===== config.mk =====
export PLATFORM = sky130hd
export DESIGN_NAME = uart_rx_core_flat
export DESIGN_NICKNAME = d
export VERILOG_FILES = /design/src/rtl/uart_rx_core_if.sv /design/src/rtl/uart_rx_core.sv /design/src/flat_wrapper.sv
export SDC_FILE = /design/constraint.sdc
export NUM_CORES = 1
export LEC_CHECK = 0
export CORE_MARGIN = 10
export CORE_UTILIZATION = 50
export CTS_CLUSTER_DIAMETER = 120
export DETAILED_ROUTE_END_ITERATION = 8
export PLACE_DENSITY = 0.76
export SLEW_MARGIN = 20
export SYNTH_ARGS = -nofsm -noshare
export SYNTH_HDL_FRONTEND = slang
export SYNTH_SLANG_ARGS = --single-unit

===== constraint.sdc =====
create_clock -name clk_in -period 4.7 [get_ports clk_in]
set_clock_uncertainty 0.15 [all_clocks]
set_input_delay 0.47 -clock clk_in [delete_from_list [all_inputs] [get_ports clk_in]]
set_output_delay 0.47 -clock clk_in [all_outputs]
set_load 0.05 [all_outputs]

===== src/rtl/uart_rx_core_if.sv =====
// Consumer-side handshake between the UART receive core and the register block.
// The core drives the holding register and flags; the consumer returns the read strobe.
interface uart_rx_core_if;
    logic [7:0] rx_data;
    logic       rx_valid;
    logic       rx_ack;
    logic       frame_err;
    logic       overrun;

    modport master (
        output rx_data,
        output rx_valid,
        output frame_err,
        output overrun,
        input  rx_ack
    );

    modport slave (
        input  rx_data,
        input  rx_valid,
        input  frame_err,
        input  overrun,
        output rx_ack
    );
endinterface


===== src/rtl/uart_rx_core.sv =====
// 8N1 serial receiver: line synchroniser, start-bit validation, mid-bit sampling
// and a one-entry holding register with valid/ack, framing and overrun flags.
module uart_rx_core #(
    parameter int CLKS_PER_BIT = 434
) (
    input  logic           clk_in,
    input  logic           sys_rstn,
    input  logic           uart_rxd,
    uart_rx_core_if.master rx_if
);

    localparam int DIV_W = $clog2(CLKS_PER_BIT);
    localparam logic [DIV_W-1:0] H_LAST = DIV_W'(CLKS_PER_BIT / 2 - 1);
    localparam logic [DIV_W-1:0] B_LAST = DIV_W'(CLKS_PER_BIT - 1);

    typedef enum logic [2:0] {
        S_IDLE,
        S_START,
        S_DATA,
        S_STOP,
        S_BREAK
    } state_t;

    state_t             state_q, state_d;
    logic               sync1_q, sync1_d;
    logic               rxd_s_q, rxd_s_d;
    logic               rxd_d_q, rxd_d_d;
    logic [1:0]         fill_q, fill_d;
    logic               armed_q, armed_d;
    logic [DIV_W-1:0]   div_q, div_d;
    logic [2:0]         idx_q, idx_d;
    logic [7:0]         shift_q, shift_d;
    logic               deliver_q, deliver_d;
    logic               ferr_pend_q, ferr_pend_d;
    logic [7:0]         rx_data_q, rx_data_d;
    logic               rx_valid_q, rx_valid_d;
    logic               overrun_q, overrun_d;
    logic               frame_err_q, frame_err_d;
    logic               fell;

    // The synchroniser resets to 1, so a line that is low at release would look
    // like a falling edge; start detection stays disarmed until a genuine high.
    assign fell = armed_q & rxd_d_q & ~rxd_s_q;

    always_comb begin
        sync1_d     = uart_rxd;
        rxd_s_d     = sync1_q;
        rxd_d_d     = rxd_s_q;
        fill_d      = fill_q[1] ? fill_q : fill_q + 2'd1;
        armed_d     = armed_q | (fill_q[1] & rxd_s_q);
        state_d     = state_q;
        div_d       = div_q;
        idx_d       = idx_q;
        shift_d     = shift_q;
        deliver_d   = 1'b0;
        ferr_pend_d = 1'b0;

        case (state_q)
            S_IDLE: begin
                if (fell) begin
                    div_d   = '0;
                    state_d = S_START;
                end
            end
            S_START: begin
                if (div_q == H_LAST) begin
                    div_d = '0;
                    idx_d = '0;
                    state_d = rxd_s_q ? S_IDLE : S_DATA;
                end else begin
                    div_d = div_q + 1'b1;
                end
            end
            S_DATA: begin
                if (div_q == B_LAST) begin
                    div_d          = '0;
                    shift_d[idx_q] = rxd_s_q;
                    if (idx_q == 3'd7) begin
                        state_d = S_STOP;
                    end else begin
                        idx_d = idx_q + 3'd1;
                    end
                end else begin
                    div_d = div_q + 1'b1;
                end
            end
            S_STOP: begin
                if (div_q == B_LAST) begin
                    div_d = '0;
                    if (rxd_s_q) begin
                        deliver_d = 1'b1;
                        state_d   = S_IDLE;
                    end else begin
                        ferr_pend_d = 1'b1;
                        state_d     = S_BREAK;
                    end
                end else begin
                    div_d = div_q + 1'b1;
                end
            end
            S_BREAK: begin
                if (rxd_s_q) state_d = S_IDLE;
            end
            default: state_d = S_IDLE;
        endcase
    end

    // Holding register updates one edge after the stop sample.
    always_comb begin
        rx_data_d   = rx_data_q;
        rx_valid_d  = rx_valid_q;
        overrun_d   = overrun_q;
        frame_err_d = ferr_pend_q;
        if (deliver_q) begin
            rx_data_d  = shift_q;
            rx_valid_d = 1'b1;
            if (rx_valid_q && !rx_if.rx_ack) overrun_d = 1'b1;
        end else if (rx_if.rx_ack && rx_valid_q) begin
            rx_valid_d = 1'b0;
            overrun_d  = 1'b0;
        end
    end

    always_ff @(posedge clk_in or negedge sys_rstn) begin
        if (!sys_rstn) begin
            sync1_q     <= 1'b1;
            rxd_s_q     <= 1'b1;
            rxd_d_q     <= 1'b1;
            fill_q      <= 2'd0;
            armed_q     <= 1'b0;
            state_q     <= S_IDLE;
            div_q       <= '0;
            idx_q       <= '0;
            shift_q     <= '0;
            deliver_q   <= 1'b0;
            ferr_pend_q <= 1'b0;
            rx_data_q   <= '0;
            rx_valid_q  <= 1'b0;
            overrun_q   <= 1'b0;
            frame_err_q <= 1'b0;
        end else begin
            sync1_q     <= sync1_d;
            rxd_s_q     <= rxd_s_d;
            rxd_d_q     <= rxd_d_d;
            fill_q      <= fill_d;
            armed_q     <= armed_d;
            state_q     <= state_d;
            div_q       <= div_d;
            idx_q       <= idx_d;
            shift_q     <= shift_d;
            deliver_q   <= deliver_d;
            ferr_pend_q <= ferr_pend_d;
            rx_data_q   <= rx_data_d;
            rx_valid_q  <= rx_valid_d;
            overrun_q   <= overrun_d;
            frame_err_q <= frame_err_d;
        end
    end

    assign rx_if.rx_data   = rx_data_q;
    assign rx_if.rx_valid  = rx_valid_q;
    assign rx_if.overrun   = overrun_q;
    assign rx_if.frame_err = frame_err_q;

endmodule

===== src/flat_wrapper.sv =====
// flat-port wrapper written by rule: the top's interface ports become plain ports
module uart_rx_core_flat 
#(
    parameter int CLKS_PER_BIT = 434
)
  (clk_in, sys_rstn, uart_rxd, rx_if_rx_data, rx_if_rx_valid, rx_if_frame_err, rx_if_overrun, rx_if_rx_ack);
  uart_rx_core_if rx_if_i ();
  input  logic clk_in;
  input  logic sys_rstn;
  input  logic uart_rxd;
  output wire logic [$bits(rx_if_i.rx_data)-1:0] rx_if_rx_data;
  output wire logic [$bits(rx_if_i.rx_valid)-1:0] rx_if_rx_valid;
  output wire logic [$bits(rx_if_i.frame_err)-1:0] rx_if_frame_err;
  output wire logic [$bits(rx_if_i.overrun)-1:0] rx_if_overrun;
  input wire logic [$bits(rx_if_i.rx_ack)-1:0] rx_if_rx_ack;
  assign rx_if_rx_data = rx_if_i.rx_data;
  assign rx_if_rx_valid = rx_if_i.rx_valid;
  assign rx_if_frame_err = rx_if_i.frame_err;
  assign rx_if_overrun = rx_if_i.overrun;
  assign rx_if_i.rx_ack = rx_if_rx_ack;
  uart_rx_core #(.CLKS_PER_BIT(CLKS_PER_BIT)) u_core (.clk_in(clk_in), .sys_rstn(sys_rstn), .uart_rxd(uart_rxd), .rx_if(rx_if_i));
endmodule

* Word level (Yosys, flattened, before mapping)
Cells that the tools add are included.
** Operators by class
- $add $sub $neg :: 3
- Multipliers :: 0
- Divide/modulo/power cells :: 0
- Order comparisons :: 2
- Eq/ne operators :: 15
- Shifts and indexed selects :: 0
- Multiplexer cells :: 31
- Bitwise gates (word level) :: 5
- Reductions and logical operators :: 14
** Operators by type and width (number)
- 2-to-1 mux 3 bit :: 10
- 2-to-1 mux 9 bit :: 3
- case mux 9 bit (3 select lines) :: 1
- case mux 3 bit (5 select lines) :: 1
- != test 2 x 1 -> 1 bit (second input constant) :: 6
- 2-to-1 mux 1 bit :: 11
- adder 9 x 1 -> 9 bit (second input constant) :: 1
- equality test 9 x 8 -> 1 bit (second input constant) :: 1
- equality test 9 bit (second input constant) :: 1
- bitwise mux 8 bit :: 1
- equality test 3 x 2 -> 1 bit (second input constant) :: 2
- equality test 3 bit (second input constant) :: 2
- case mux 3 bit (2 select lines) :: 1
- AND reduction 2 bit :: 3
- AND reduction 6 bit :: 1
- < comparator 3 x 4 -> 1 bit (second input constant) :: 1
- 2-to-1 mux 2 bit :: 2
- != test 2 bit (second input constant) :: 2
- AND reduction 4 bit :: 1
- nonzero test 2 bit :: 2
- adder 3 x 1 -> 3 bit (second input constant) :: 1
- bitwise AND 1 bit :: 3
- demux 1 bit (select 3 bit) :: 1
- equality test 3 x 1 -> 1 bit (second input constant) :: 1
- other kinds (9) :: 11
** Storage, ports and cells
- Register bits :: 42
- Latch bits :: 0
- RAM bits :: 0
- Bits in read-only memories :: 0
- Bits of input ports :: 4
- Output and inout port bits :: 11
- Logic and storage cells :: 86
- Memories :: 0

* Logic depth before layout (Yosys ltp)
- Depth in word-level cells :: 5
- Depth in mapped cells :: 7
- Depth with buffers taken out :: 7

* Worst setup path before layout
OpenSTA, ideal clock, no wires.
- Path type :: register to register
- Start point :: register u_core.div_q[1]
- End point :: register u_core.shift_q[5]
- Setup time :: 0.125 ns
- Data arrival time :: 1.891 ns
- Data required time :: 4.425 ns
- Path slack :: 2.534 ns
- Stages on the path, launching flop included :: 8
- Path buffers :: 0
- Clock period less this slack :: 2.166 ns
- Cell sequence :: dfrtp_1 -> inv_1 -> ha_1 -> nand2_1 -> nor4_1 -> nand3_1 -> nor3b_1 -> mux2_2
** Between the ends
- Cells in the longest elaborated chain, start to end :: 2
** Ends and longest elaborated chain
- from (decl) :: RTL line uart_rx_core.sv:30 : logic [DIV_W-1:0] div_q, div_d;
- from (signal assigned) :: RTL line uart_rx_core.sv:148 : div_q <= div_d;
- equality test 9 bit :: RTL line uart_rx_core.sv:75 : if (div_q == B_LAST) begin
- AND reduction 2 bit (no source line)
- to (signal assigned) :: RTL line uart_rx_core.sv:150 : shift_q <= shift_d;
- to (decl) :: RTL line uart_rx_core.sv:32 : logic [7:0] shift_q, shift_d;
No other way between the ends.
A chain may end at the register's enable or synchronous reset.

* Worst setup path in the final report
Same ends and word-level chain as after synthesis.

==> impl_results.md <==
- Setup Crit Path Kind: flip-flop to flip-flop
- Area grow syn2layout: 14.3%
- CTS Root Cell: clkbuf_8
- Worst-Skew Late Latency: 290 ps
- Worst Hold Class: input port to asynchronous set/reset pin
- DR vias: 1367
- Seq/Total Area, Yosys: 0.537
- Synth Area in Compound Gates: 0.115
- Post-synthesis mux area share: 0.102
- Largest family of logic cells by synthesized area: simple AND/OR/NAND/NOR gates
- CTS buffer count: 5
- Total power after layout: 0.851 mW
- Die Wd: 82.7 um
- Post-Syn Area per Cell: 10.8 um2
- RSZ-0062 raised after global routing: false
- Status: finished clean
- Num ports: 15
- Vias per cell: 5.56
- Slew @ Worst Pin: 886 ps
- Crit path launch type: flip-flop
- Post_cts resized: 0
- Vias in the first global route: 1412
- Crit path DAT: 2540 ps
- Yosys warning count: 0
- Post-synth cell types: 38
- FILL cells: 317
- Worst setup margin: 2190 ps
- Worst r2r path cells: 7
- Internal power: 0.602 mW
- H-tree levels: 2
- FF-to-FF End: u_core.shift_q[5]
- Dominant synthesized flop cell: dfrtp_1
- DRT Pass-1 Iters: 4
- Post-DR wirelength/cell: 14.7 um
- GRT Total Usage: 0.119
- Layout cells sized above 1: 0.157
- Comb power frac: 0.181
- DP HPWL: 2610 um
- WL final: 3620 um
- Most frequent cell after synthesis: dfrtp_1
- Max VDD drop: 230 uV
- Setup TNS: 0 ps
- Clock group share of total power: 0.327
- Core area: 3740 um2
- Hold Fails Final Rpt: 0
- Post-synthesis register bit count: 42
- Max Slew Vio Count: 0
- CP max FO: 5
- Setup Viol. Count Final: 0
- Post-synthesis adder-cell area fraction: 0.0318
- Maxcap violations: 0
- Starting Density: 0.525
- Cell Pwr Density: 379 nW/um2
- Syn_nets: 191
- Die Ht: 82.7 um
- Sequential Power Share: 0.493
- Initial antenna violation count: 0
- Rows: 22
- R2R Setup Slk: 2190 ps
- Multi-input logic area: 853 um2
- Slew margin rel.: 0.410
- RR Startpoint: u_core.div_q[1]
- Routed Antenna Nets: 0
- Grt ovf: 0
- Largest net degree at the start of global routing: 43
- CTS tree: built
- Maximum clock rate: 398 MHz
- Input/output buffers: 14
- Final GP Congestion: 0.855
- Antenna cells: 0
- Post-synthesis async set-or-reset flop share: 1.00
- Post-Synth XOR/XNOR Area: 0.0134
- Residual DRC: 0
- Place WS: 2260 ps
- Reg clk slew, reported paths: 80 ps
- Synth area leader: dfrtp_1
- Sw frac: 0.292
- Worst setup EP type: flip-flop
- Period utilization: 0.534
- Synth top area cells: dfrtp_1 (50%), mux2_2 (8.6%), dfstp_2 (4.0%), ha_1 (3.2%), o21ai_0 (3.1%)
- Net switching power: 0.249 mW
- Synthesized cell area: 1970 um2
- Leak: 1.01 nW
- Top-area cell type share of the netlist area: 0.496
- Hold-fix buffers, CTS: 0
- EDFF count, synth: 0
- Clock Path Buffers: 2
- Critical Path RT: 4730 ps
- Sink Count: 42
- Detailed Route Iter0 Violations: 92
- Final #Nets: 206
- FF/Latch Area: 1050 um2
- Postcts setup bufs: 0
- First-pass GRT wire length: 6400 um
- Die ar.: 6840 um2
- Mapped Cells: 182
- Post-layout minimum cycle time: 2510 ps
- Synth cell count leaders: dfrtp_1 (39), nand2_1 (16), mux2_2 (15)
- Simple-gate portion of the synthesized area: 0.173
-- metrics by stage --
| stage | hold slack [ps] | area (um2) | cells | utilization |
|---|---|---|---|---|
| 6_report | 148 | 2250 | 246 | 0.600 |
| 5_1_grt | 210 | 2250 | 246 | 0.600 |
| 4_1_cts | 185 | 2250 | 246 | 0.600 |
| 3_5_place_dp | 186 | 2140 | 238 | 0.571 |
| 3_3_place_gp | 184 | 2140 | 238 | 0.571 |
| 2_1_floorplan | 24.4 | 1970 | 182 | - |
-- per-layer routing --
layer  global-route usage  vias to the layer above  part of all wire
met3               0.0346                        4             0.046
met4               0.0385                        0            0.0086
met2                0.210                       24              0.51
met1                0.134                      668              0.44
met5                    0                        -                 0
li1                     -                      671                 -
-- critical path, stage by stage (launching register included) --
cell and delay, ps:
dfrtp_1 400, inv_1 100, ha_1 150, nand2_1 80, nor4_1 570, nand3_1 290, nor3b_1 300, mux2_2 370
-- state kept, by name, indices dropped and copies added (netlist names) --
name and cells:
u_core.rx_if.rx_data 8, u_core.rxd_d_q 1, u_core.shift_q 8, u_core.ferr_pend_q 1
u_core.armed_q 1, u_core.fill_q 2, u_core.rx_if.overrun 1, u_core.rxd_d_d 1
u_core.rxd_s_d 1, u_core.idx_q 3, u_core.state_q 3, u_core.rx_if.rx_valid 1
u_core.deliver_q 1, u_core.div_q 9, u_core.rx_if.frame_err 1
-- how the worst max path moves through the flow --
stage                    start           endpoint  slack (ps)  cells past startpoint
6_report       u_core.div_q[1]  u_core.shift_q[5]        2190                      7
5_1_grt        u_core.div_q[1]  u_core.shift_q[5]        2030                      7
4_1_cts        u_core.div_q[1]  u_core.shift_q[5]        2180                      7
3_5_place_dp   u_core.div_q[1]  u_core.shift_q[5]        2260                      7
3_3_place_gp   u_core.div_q[1]  u_core.shift_q[5]        2370                      7
2_1_floorplan  u_core.div_q[1]  u_core.shift_q[5]        2530                      7
-- layout by cell type, fill, tap and decap left out, types with 2 or more instances in the layout --
cell	synthesis	layout
dfrtp_1	39	39
and3_1	3	3
ha_1	5	5
or2_2	3	3
nor2b_1	4	4
nor3_1	4	4
mux2_2	15	15
nand2_1	16	16
a21oi_1	9	9
nand3_1	7	7
dfstp_2	3	3
clkdlybuf4s50_1	0	13
inv_1	9	9
mux2i_1	2	2
o31ai_1	2	2
nor2_1	9	9
nand2b_1	2	2
or4_1	3	3
a21o_1	3	3
nand4_1	2	2
o21ai_0	12	12
nor3b_1	2	2
clkbuf_8	0	5
xnor2_1	3	3
nand3b_1	3	3
a22o_1	4	4
-- final cells by class --
type | count | area share
flip-flops and latches | 42 | 0.469
multi-input cells | 125 | 0.380
repair buffers | 14 | 0.0601
clock buffers | 6 | 0.0323
well taps | 48 | 0.0267
clock inverters | 2 | 0.0167
inverters | 9 | 0.0150
-- logic make-up after synthesis --
family                     Yosys count
muxes                               18
xor gates and xnor gates             3
AOI/OAI and AO/OA                   36
DFF                                 42
buffers and inverters               15
adders and majority gates            5
and+or+nand+nor                     63
-- power groups by stage --
stage / sequential, mW / combinational (mW) / clock [mW]
floorplan: 0.406 / 0.131 / 0
global placement: 0.424 / 0.149 / 0
detailed placement: 0.426 / 0.153 / 0
CTS: 0.419 / 0.154 / 0.285
global route: 0.426 / 0.179 / 0.303
finish: 0.419 / 0.154 / 0.278
Note: power is estimated with default switching activity, not from simulation.
